File: src/rtl/branch_ctrl.sv
// ---------------------------------------------------------------------------
// branch_ctrl
//
// Branch sequencer for the ID stage. It owns the compare unit. It accepts a
// branch from decode and holds it while operand hazards clear, re-sampling
// the forwarded operands on every one of those cycles. It then drives the
// compare unit, registers the outcome and sends a one-cycle PC redirect to
// fetch. It also keeps saturating branch/taken counters for performance debug.
//
// Optional feature macro: BRANCH_CTRL_LIKELY_EN
//   When defined, this adds input id_br_likely. A not-taken likely branch
//   then raises bd_nullify in DONE. When undefined, bd_nullify is tied to 0.
//
// Parameters:
//   CNT_W           width of the br_cnt / taken_cnt statistics counters
//
// Ports:
//   clk             system clock, rising edge
//   reset           asynchronous active-high reset
//   id_br_valid     branch present in ID (only looked at in IDLE)
//   id_br_cond      condition code, passed straight through to cmp_ctrl
//   id_pc           PC of the branch
//   id_imm16        signed branch offset in words
//   id_rs_val       forwarded rs operand
//   id_rt_val       forwarded rt operand
//   id_br_likely    branch-likely flag (only with BRANCH_CTRL_LIKELY_EN)
//   hazard_stall    operands not yet forwardable
//   flush           abort any in-flight branch
//   cmp_result      outcome returned by the compare unit
//   cmp_srcA/B      registered compare operands
//   cmp_ctrl        registered compare condition
//   busy            sequencer not idle, so decode must hold
//   redirect_valid  one-cycle taken pulse
//   redirect_pc     branch target, held between redirects
//   bd_nullify      delay-slot kill pulse
//   br_cnt          branches resolved (saturating)
//   taken_cnt       branches taken (saturating)
// ---------------------------------------------------------------------------
module branch_ctrl #(
    parameter int CNT_W = 16
) (
    input  logic             clk,
    input  logic             reset,
    input  logic             id_br_valid,
    input  logic [3:0]       id_br_cond,
    input  logic [31:0]      id_pc,
    input  logic [15:0]      id_imm16,
    input  logic [31:0]      id_rs_val,
    input  logic [31:0]      id_rt_val,
`ifdef BRANCH_CTRL_LIKELY_EN
    input  logic             id_br_likely,
`endif
    input  logic             hazard_stall,
    input  logic             flush,
    input  logic             cmp_result,
    output logic [31:0]      cmp_srcA,
    output logic [31:0]      cmp_srcB,
    output logic [3:0]       cmp_ctrl,
    output logic             busy,
    output logic             redirect_valid,
    output logic [31:0]      redirect_pc,
    output logic             bd_nullify,
    output logic [CNT_W-1:0] br_cnt,
    output logic [CNT_W-1:0] taken_cnt
);

    typedef enum logic [1:0] {IDLE, WAIT, EVAL, DONE} state_t;

    state_t      state;
    state_t      state_next;
    logic [31:0] pc_r;
    logic [15:0] imm_r;
    logic        taken_r;
    logic        taken_now;
    logic [31:0] target;

    localparam logic [CNT_W-1:0] CNT_MAX = {CNT_W{1'b1}};

    // The target is pc + 4 + (sign-extended word offset * 4). It wraps mod 2^32.
    assign target = pc_r + 32'd4 + {{14{imm_r[15]}}, imm_r, 2'b00};
    assign busy   = (state != IDLE);

    // An unknown compare result must count as not taken. An if with an X
    // condition falls through to the default.
    always_comb begin
        taken_now = 1'b0;
        if (cmp_result) begin
            taken_now = 1'b1;
        end
    end

    always_ff @(posedge clk or posedge reset) begin
        if (reset) begin
            state <= IDLE;
        end else begin
            state <= state_next;
        end
    end

    // flush overrides every other transition and always returns to IDLE.
    always_comb begin
        state_next = state;
        case (state)
            IDLE:    if (id_br_valid) state_next = hazard_stall ? WAIT : EVAL;
            WAIT:    if (!hazard_stall) state_next = EVAL;
            EVAL:    state_next = DONE;
            DONE:    state_next = IDLE;
            default: state_next = IDLE;
        endcase
        if (flush) begin
            state_next = IDLE;
        end
    end

`ifdef BRANCH_CTRL_LIKELY_EN
    logic likely_r;
    logic bd_null_r;

    always_ff @(posedge clk or posedge reset) begin
        if (reset) begin
            likely_r  <= 1'b0;
            bd_null_r <= 1'b0;
        end else begin
            bd_null_r <= 1'b0;
            if (state == IDLE && id_br_valid && !flush) begin
                likely_r <= id_br_likely;
            end
            if (state == EVAL && !flush) begin
                bd_null_r <= likely_r & ~taken_now;
            end
        end
    end

    // A flush that arrives in DONE still kills the nullify pulse in that cycle.
    assign bd_nullify = bd_null_r & ~flush;
`else
    assign bd_nullify = 1'b0;
`endif

    // The operand registers are the compare-unit outputs themselves. They are
    // loaded on accept and re-loaded in every WAIT cycle. The final load
    // happens on the edge into EVAL, so they stay stable for all of EVAL.
    always_ff @(posedge clk or posedge reset) begin
        if (reset) begin
            pc_r           <= '0;
            imm_r          <= '0;
            taken_r        <= 1'b0;
            cmp_srcA       <= '0;
            cmp_srcB       <= '0;
            cmp_ctrl       <= '0;
            redirect_valid <= 1'b0;
            redirect_pc    <= '0;
            br_cnt         <= '0;
            taken_cnt      <= '0;
        end else begin
            redirect_valid <= 1'b0;
            case (state)
                IDLE: begin
                    if (id_br_valid && !flush) begin
                        pc_r     <= id_pc;
                        imm_r    <= id_imm16;
                        cmp_ctrl <= id_br_cond;
                        if (!hazard_stall) begin
                            cmp_srcA <= id_rs_val;
                            cmp_srcB <= id_rt_val;
                        end
                    end
                end
                WAIT: begin
                    cmp_srcA <= id_rs_val;
                    cmp_srcB <= id_rt_val;
                end
                EVAL: begin
                    if (!flush) begin
                        taken_r        <= taken_now;
                        redirect_valid <= taken_now;
                        if (taken_now) begin
                            redirect_pc <= target;
                        end
                    end
                end
                DONE: begin
                    // The redirect was already committed, but a flush here
                    // still keeps this branch out of the statistics.
                    if (!flush) begin
                        if (br_cnt != CNT_MAX) begin
                            br_cnt <= br_cnt + CNT_W'(1);
                        end
                        if (taken_r && taken_cnt != CNT_MAX) begin
                            taken_cnt <= taken_cnt + CNT_W'(1);
                        end
                    end
                end
                default: ;
            endcase
        end
    end

endmodule
File: config.mk
export PLATFORM = sky130hd
export DESIGN_NAME = branch_ctrl
export DESIGN_NICKNAME = d
export VERILOG_FILES = /design/src/rtl/branch_ctrl.sv
export SDC_FILE = /design/constraint.sdc
export NUM_CORES = 1
export LEC_CHECK = 0
export ABC_AREA = 1
export CAP_MARGIN = 15
export CORE_MARGIN = 8
export CORE_UTILIZATION = 50
export DETAILED_ROUTE_END_ITERATION = 7
export DONT_BUFFER_PORTS = 1
export PLACE_DENSITY = 0.69
export SETUP_SLACK_MARGIN = 0.05
export SLEW_MARGIN = 10
export SYNTH_ARGS = -nofsm -noshare
export SYNTH_HDL_FRONTEND = slang
export SYNTH_SLANG_ARGS = --single-unit
export TNS_END_PERCENT = 1
File: constraint.sdc
create_clock -name clk -period 6.7 [get_ports clk]
set_input_delay 1.34 -clock clk [delete_from_list [all_inputs] [get_ports clk]]
set_output_delay 1.34 -clock clk [all_outputs]
set_load 0.02 [all_outputs]
Word-level counts from Yosys, hierarchy flattened:

Index checks and enable logic that the tools add are counted.

* word-level logic and storage cells: 52
* bits in registers: 184
* bits of input ports: 122
* output and inout bits: 135

* equal/unequal tests: 9
* muxes and demuxes: 14
* bitwise operators: 1
* reductions and logical operators: 13
* add/sub/neg operators: 4

Operators by type and width (number)
* 32-bit 2-to-1 mux: 4
* 32-bit case mux with 2 select lines: 2
* 16-bit by 1-bit adder with 16-bit output, second input constant: 2
* 32-bit by 3-bit adder with 32-bit output, second input constant: 1
* 32-bit adder: 1
* 16-bit != test, second input constant: 2
* 3-bit AND reduction: 4
* 2-bit 2-to-1 mux: 4
* 2-bit case mux with 4 select lines: 1
* 3-bit != test, second input constant: 2
* 2-bit AND reduction: 3
* 2-bit == test, second input constant: 2
* 2-bit != test, second input constant: 2
* 2-bit nonzero test: 2
* 1-bit 2-to-1 mux: 3
* 2-bit by 1-bit == test with 1-bit output, second input constant: 1
* 1-bit logical AND: 2
* 2-bit zero test: 1
* 1-bit zero test: 1
* 1-bit inverter: 1

Longest topological paths before layout:

* word-level depth: 4
* depth in mapped cells: 16
* mapped depth without buffers: 16

Least setup slack after synthesis:

OpenSTA, ideal clock, no wires.

* kind: input to register
* start: input port flush
* end: register cmp_srcA[8]
* required time: 6.572 ns
* data arrival time: 2.222 ns
* library setup time: 0.128 ns
* stages on the path: 6
* slack: 4.350 ns
* buffers on the path: 1
* cells stage by stage: inv_1 nand3_4 nand2_1 nand2_4 buf_6 mux2_1

* cells in the longest elaborated chain, start to end: 4

RTL lines
* start, declared: RTL line 54 `input logic flush,`
* 1-bit zero test
* 1-bit logical AND: RTL line 159 `if (id_br_valid && !flush) begin`
* 2-bit != test (no line)
* 3-bit AND reduction (no line)
* end signal, assigned: RTL line 164 `cmp_srcA <= id_rs_val;`
* end signal, assigned: RTL line 170 `cmp_srcA <= id_rs_val;`
* end, declared: RTL line 56 `output logic [31:0] cmp_srcA,`

No other way between the ends.
A chain may end at the register's enable or synchronous reset.

Final worst setup path:

Same ends and word-level chain as after synthesis.

==> summary.txt <==
Detailed routing
  – Drt drc: 0
  – Initial drt markers: ~390
  – Routed WL: ~24 mm
  – Vias: roughly 7,100
  – Remaining antenna violation count: 0
  – DRT Pass-1 Iters: 5
  – Mean routed wirelength per cell: ~18 um
  – Avg Vias per Cell: 5.19

Critical path
  – CP max stage delay: 0.58 ns
  – CP delay by family, top: simple AND/OR/NAND/NOR gates
  – RR Startpoint: state[0]
  – R2R Setup Slk: roughly 3.9 ns
  – Worst-path maximum fanout: 64
  – Critical path's slowest cell: nand3_4
  – R2R Path End: cmp_srcA[8]
  – Nature of the critical path startpoint: input port
  – Buf/Inv on CP: 1
  – Critical path class: input port to register
  – Worst Setup End Kind: register
  – Worst path cell trace: inv_1, nand3_4, nand2_1, nand2_4, mux2_1
  – Crit path DAT: approximately 3.3 ns
  – Cells on worst reg2reg path: 6
  – Req. time, crit path: 7.00 ns

Timing
  – Slew @ Worst Pin: 0.940 ns
  – Post-layout min period: 3.03 ns
  – Fmax: 330 MHz
  – RSZ-0062 raised after global routing: no
  – Fin. Hold Viols: 0
  – Post-Route Skew: 0.00947 ns
  – Final worst slack: 3.67 ns
  – Max-slew headroom: a little under two fifths
  – Final setup viols: 0
  – Fin Hold WS: 0.468 ns
  – Period utilization: a little under half
  – Fin. max-slew vios: 0
  – Setup_tns: 0 ns

CTS
  – Clk_lat worst skew: 0.43 ns
  – CTS tree: built
  – Htree depth: 4
  – Total CTS buffers: 17
  – Hold buffer count at cts: 0
  – Root Driver: clkbuf_16
  – Post-CTS Setup Bufs: 0
  – Clock Sinks: 184
  – CTS Buffer Depth: 2
  – Cts repair resizes: 0
  – Worst-path clk slew: about 0.070 ns

Worst hold path
  – Hold Path Cell Cnt: 2
  – Worst hold path class: register to register
  – Worst Hold Launch: pc_r[0]
  – Worst Hold End: redirect_pc[0]

Logic synthesis
  – Top cells by area, synth: dfrtp_1, mux2_2, nand2_1
  – Leading area contributor after synthesis: dfrtp_1
  – Post-synth ARST share: 100%
  – Distinct cell type count after synthesis: 37
  – Post-synthesis average cell area: 9.16 um^2
  – Synth top area share: 46.0%
  – Yosys reg bits: between 150 and 200
  – Synth cell count leaders: nand2_1, dfrtp_1, inv_1, mux2_2, ha_1
  – Cells after synthesis: 1,094
  – Ys flop type: dfrtp_1
  – Mapped Area: roughly 10,000 um^2
  – Syn nets: 1,280
  – Seq/Total Area, Yosys: between 40% and 50%
  – Synth warn: 0
  – Post-synth EDFFs: 0
  – Most numerous cell in the Yosys netlist: nand2_1

Power
  – Reg power frac: 37.8%
  – Clock power share: 14.9%
  – Cell-internal power: 0.00342 W
  – Combinational Power Share: 47.3%
  – Pwr/cell area: 616 nW/um^2
  – Maximum vdd ir drop: 0.299 mV
  – Net Switching: 0.00324 W
  – Sw Share: between 40% and 50%
  – Static leakage: 5.47 nW

Global routing
  – Total grt overflow: 0
  – GRT Total Usage: between 15 and 20%
  – Vias in the first global route: 7,249
  – First-pass GRT wire length: 38.7 mm
  – Largest net degree at the start of global routing: 76
  – Initial antenna violation count: 3

Final layout
  – Fin nets: 1,281
  – Layout cell share with drive strength beyond 1: 14.7%
  – Fill cells: about 1,800
  – P&R area growth vs syn: 7.89%
  – Area of the multi-input gates: between 4000 and 5000 um^2
  – Diode count: 0
  – FF+latch area: 4600 um^2

Floorplan
  – Die Area: 24,800 um^2
  – Ports: 257
  – Chip Width: ~160 um
  – FP Rows: 51
  – Core ar.: 19,600 um^2
  – Initial Util: approximately 50%
  – Die H: 158 um

Placement
  – Pre-CTS setup slack: 3.14 ns
  – I/O Buffers: 0
  – Final HPWL DP: 18.6 mm
  – GPL Wtd Cong: 0.872

Outcome
  – Outcome: completed

Flow run
  – Max_cap viols: 0
[power by group through the flow]
stage | clock [W] | sequential (W) | combinational, W
detailed placement | 0 | 0.00255 | 0.00313
global placement | 0 | 0.00253 | 0.00306
global route | 0.00106 | 0.00259 | 0.00365
finish | 0.000994 | 0.00251 | 0.00315
CTS | 0.00102 | 0.00253 | 0.00316
floorplan | 0 | 0.00234 | 0.00255
[layout make-up]
| class | instances | area share [%] |
|---|---|---|
| Multi-Input combinational cell | 753 | 43.9 |
| Sequential cell | 184 | 42.6 |
| Inverter | 135 | 4.73 |
| Clock buffer | 17 | 3.94 |
| Tap cell | 265 | 3.07 |
| Clock inverter | 15 | 1.47 |
| Timing Repair Buffer | 4 | 0.278 |
[through the flow]
step / instance area (um^2) / power [W] / instances / util, %
floorplan: 10000 / 0.00488 / 1094 / -
detailed placement: 10200 / 0.00568 / 1341 / 52.2
finish: 10800 / 0.00666 / 1373 / 55.2
CTS: 10800 / 0.00671 / 1373 / 55.2
global route: 10800 / 0.00730 / 1373 / 55.2
global placement: 10200 / 0.00559 / 1341 / 52.2
[sequential cells by signal (all words and copies together), names as in the netlist, 2 cells and up]
name,cells
redirect_pc,32
cmp_srcA,32
cmp_ctrl,4
state,2
cmp_srcB,32
imm_r,16
br_cnt,16
taken_cnt,16
pc_r,32
[worst min-delay path, delay by kind of cell, from the launching register on]
family / cells / cell delay [ns]
and+or+nand+nor: 2 / 0.10
DFF: 1 / 0.34
[layer usage]
layer	routed length (um)	global-route usage [%]	share of wire, %
met1	10400	25.1	43
met2	11300	31.8	47
met3	2050	7.38	8.5
met4	191	4.44	0.79
met5	40	0	0.17
[how the worst max path moves through the flow]
stage / end / cells past startpoint / slack (ns) / startpoint
final: cmp_srcA[8] / 5 / 3.67 / flush
after global routing: cmp_srcA[8] / 5 / 3.44 / flush
after CTS: cmp_srcA[8] / 5 / 3.61 / flush
after detailed placement: cmp_srcA[8] / 5 / 3.14 / flush
after global placement: cmp_srcB[16] / 5 / 3.18 / flush
after floorplan: br_cnt[0] / 1 / 0.36 / reset
[cell families (layout without fill, tap and decap cells)]
group / Yosys count / after routing / synth area share [%]
buffers and inverters: 157 / 171 / 6.66
adder cells (fa/ha/maj): 64 / 64 / 8.07
XOR/XNOR: 37 / 37 / 3.23
multiplexers: 114 / 114 / 12.8
AND/OR/NAND/NOR: 484 / 484 / 20.3
AO/OA/AOI/OAI: 53 / 53 / 2.97
other: 1 / 1 / 0.0374
flip-flops: 184 / 184 / 46.0
[cell usage in the layout (no fill, tap or decap), types with 2 or more instances in the layout]
master / count
nand3_1: 60
buf_4: 4
nand4_1: 10
inv_1: 133
clkinv_8: 3
o21ai_0: 24
nor2_2: 3
nor3_1: 10
ha_1: 63
xor2_1: 20
a31oi_1: 2
inv_6: 4
xnor2_1: 17
inv_8: 4
nand2_1: 326
mux2_1: 3
clkbuf_16: 17
nand3b_1: 13
dfrtp_1: 184
nor4_1: 2
o21ai_2: 5
mux2_2: 111
nand2_2: 2
clkinv_4: 3
nor2_1: 53
a21oi_1: 17
No activity file was read; power rests on OpenSTA's default activity.
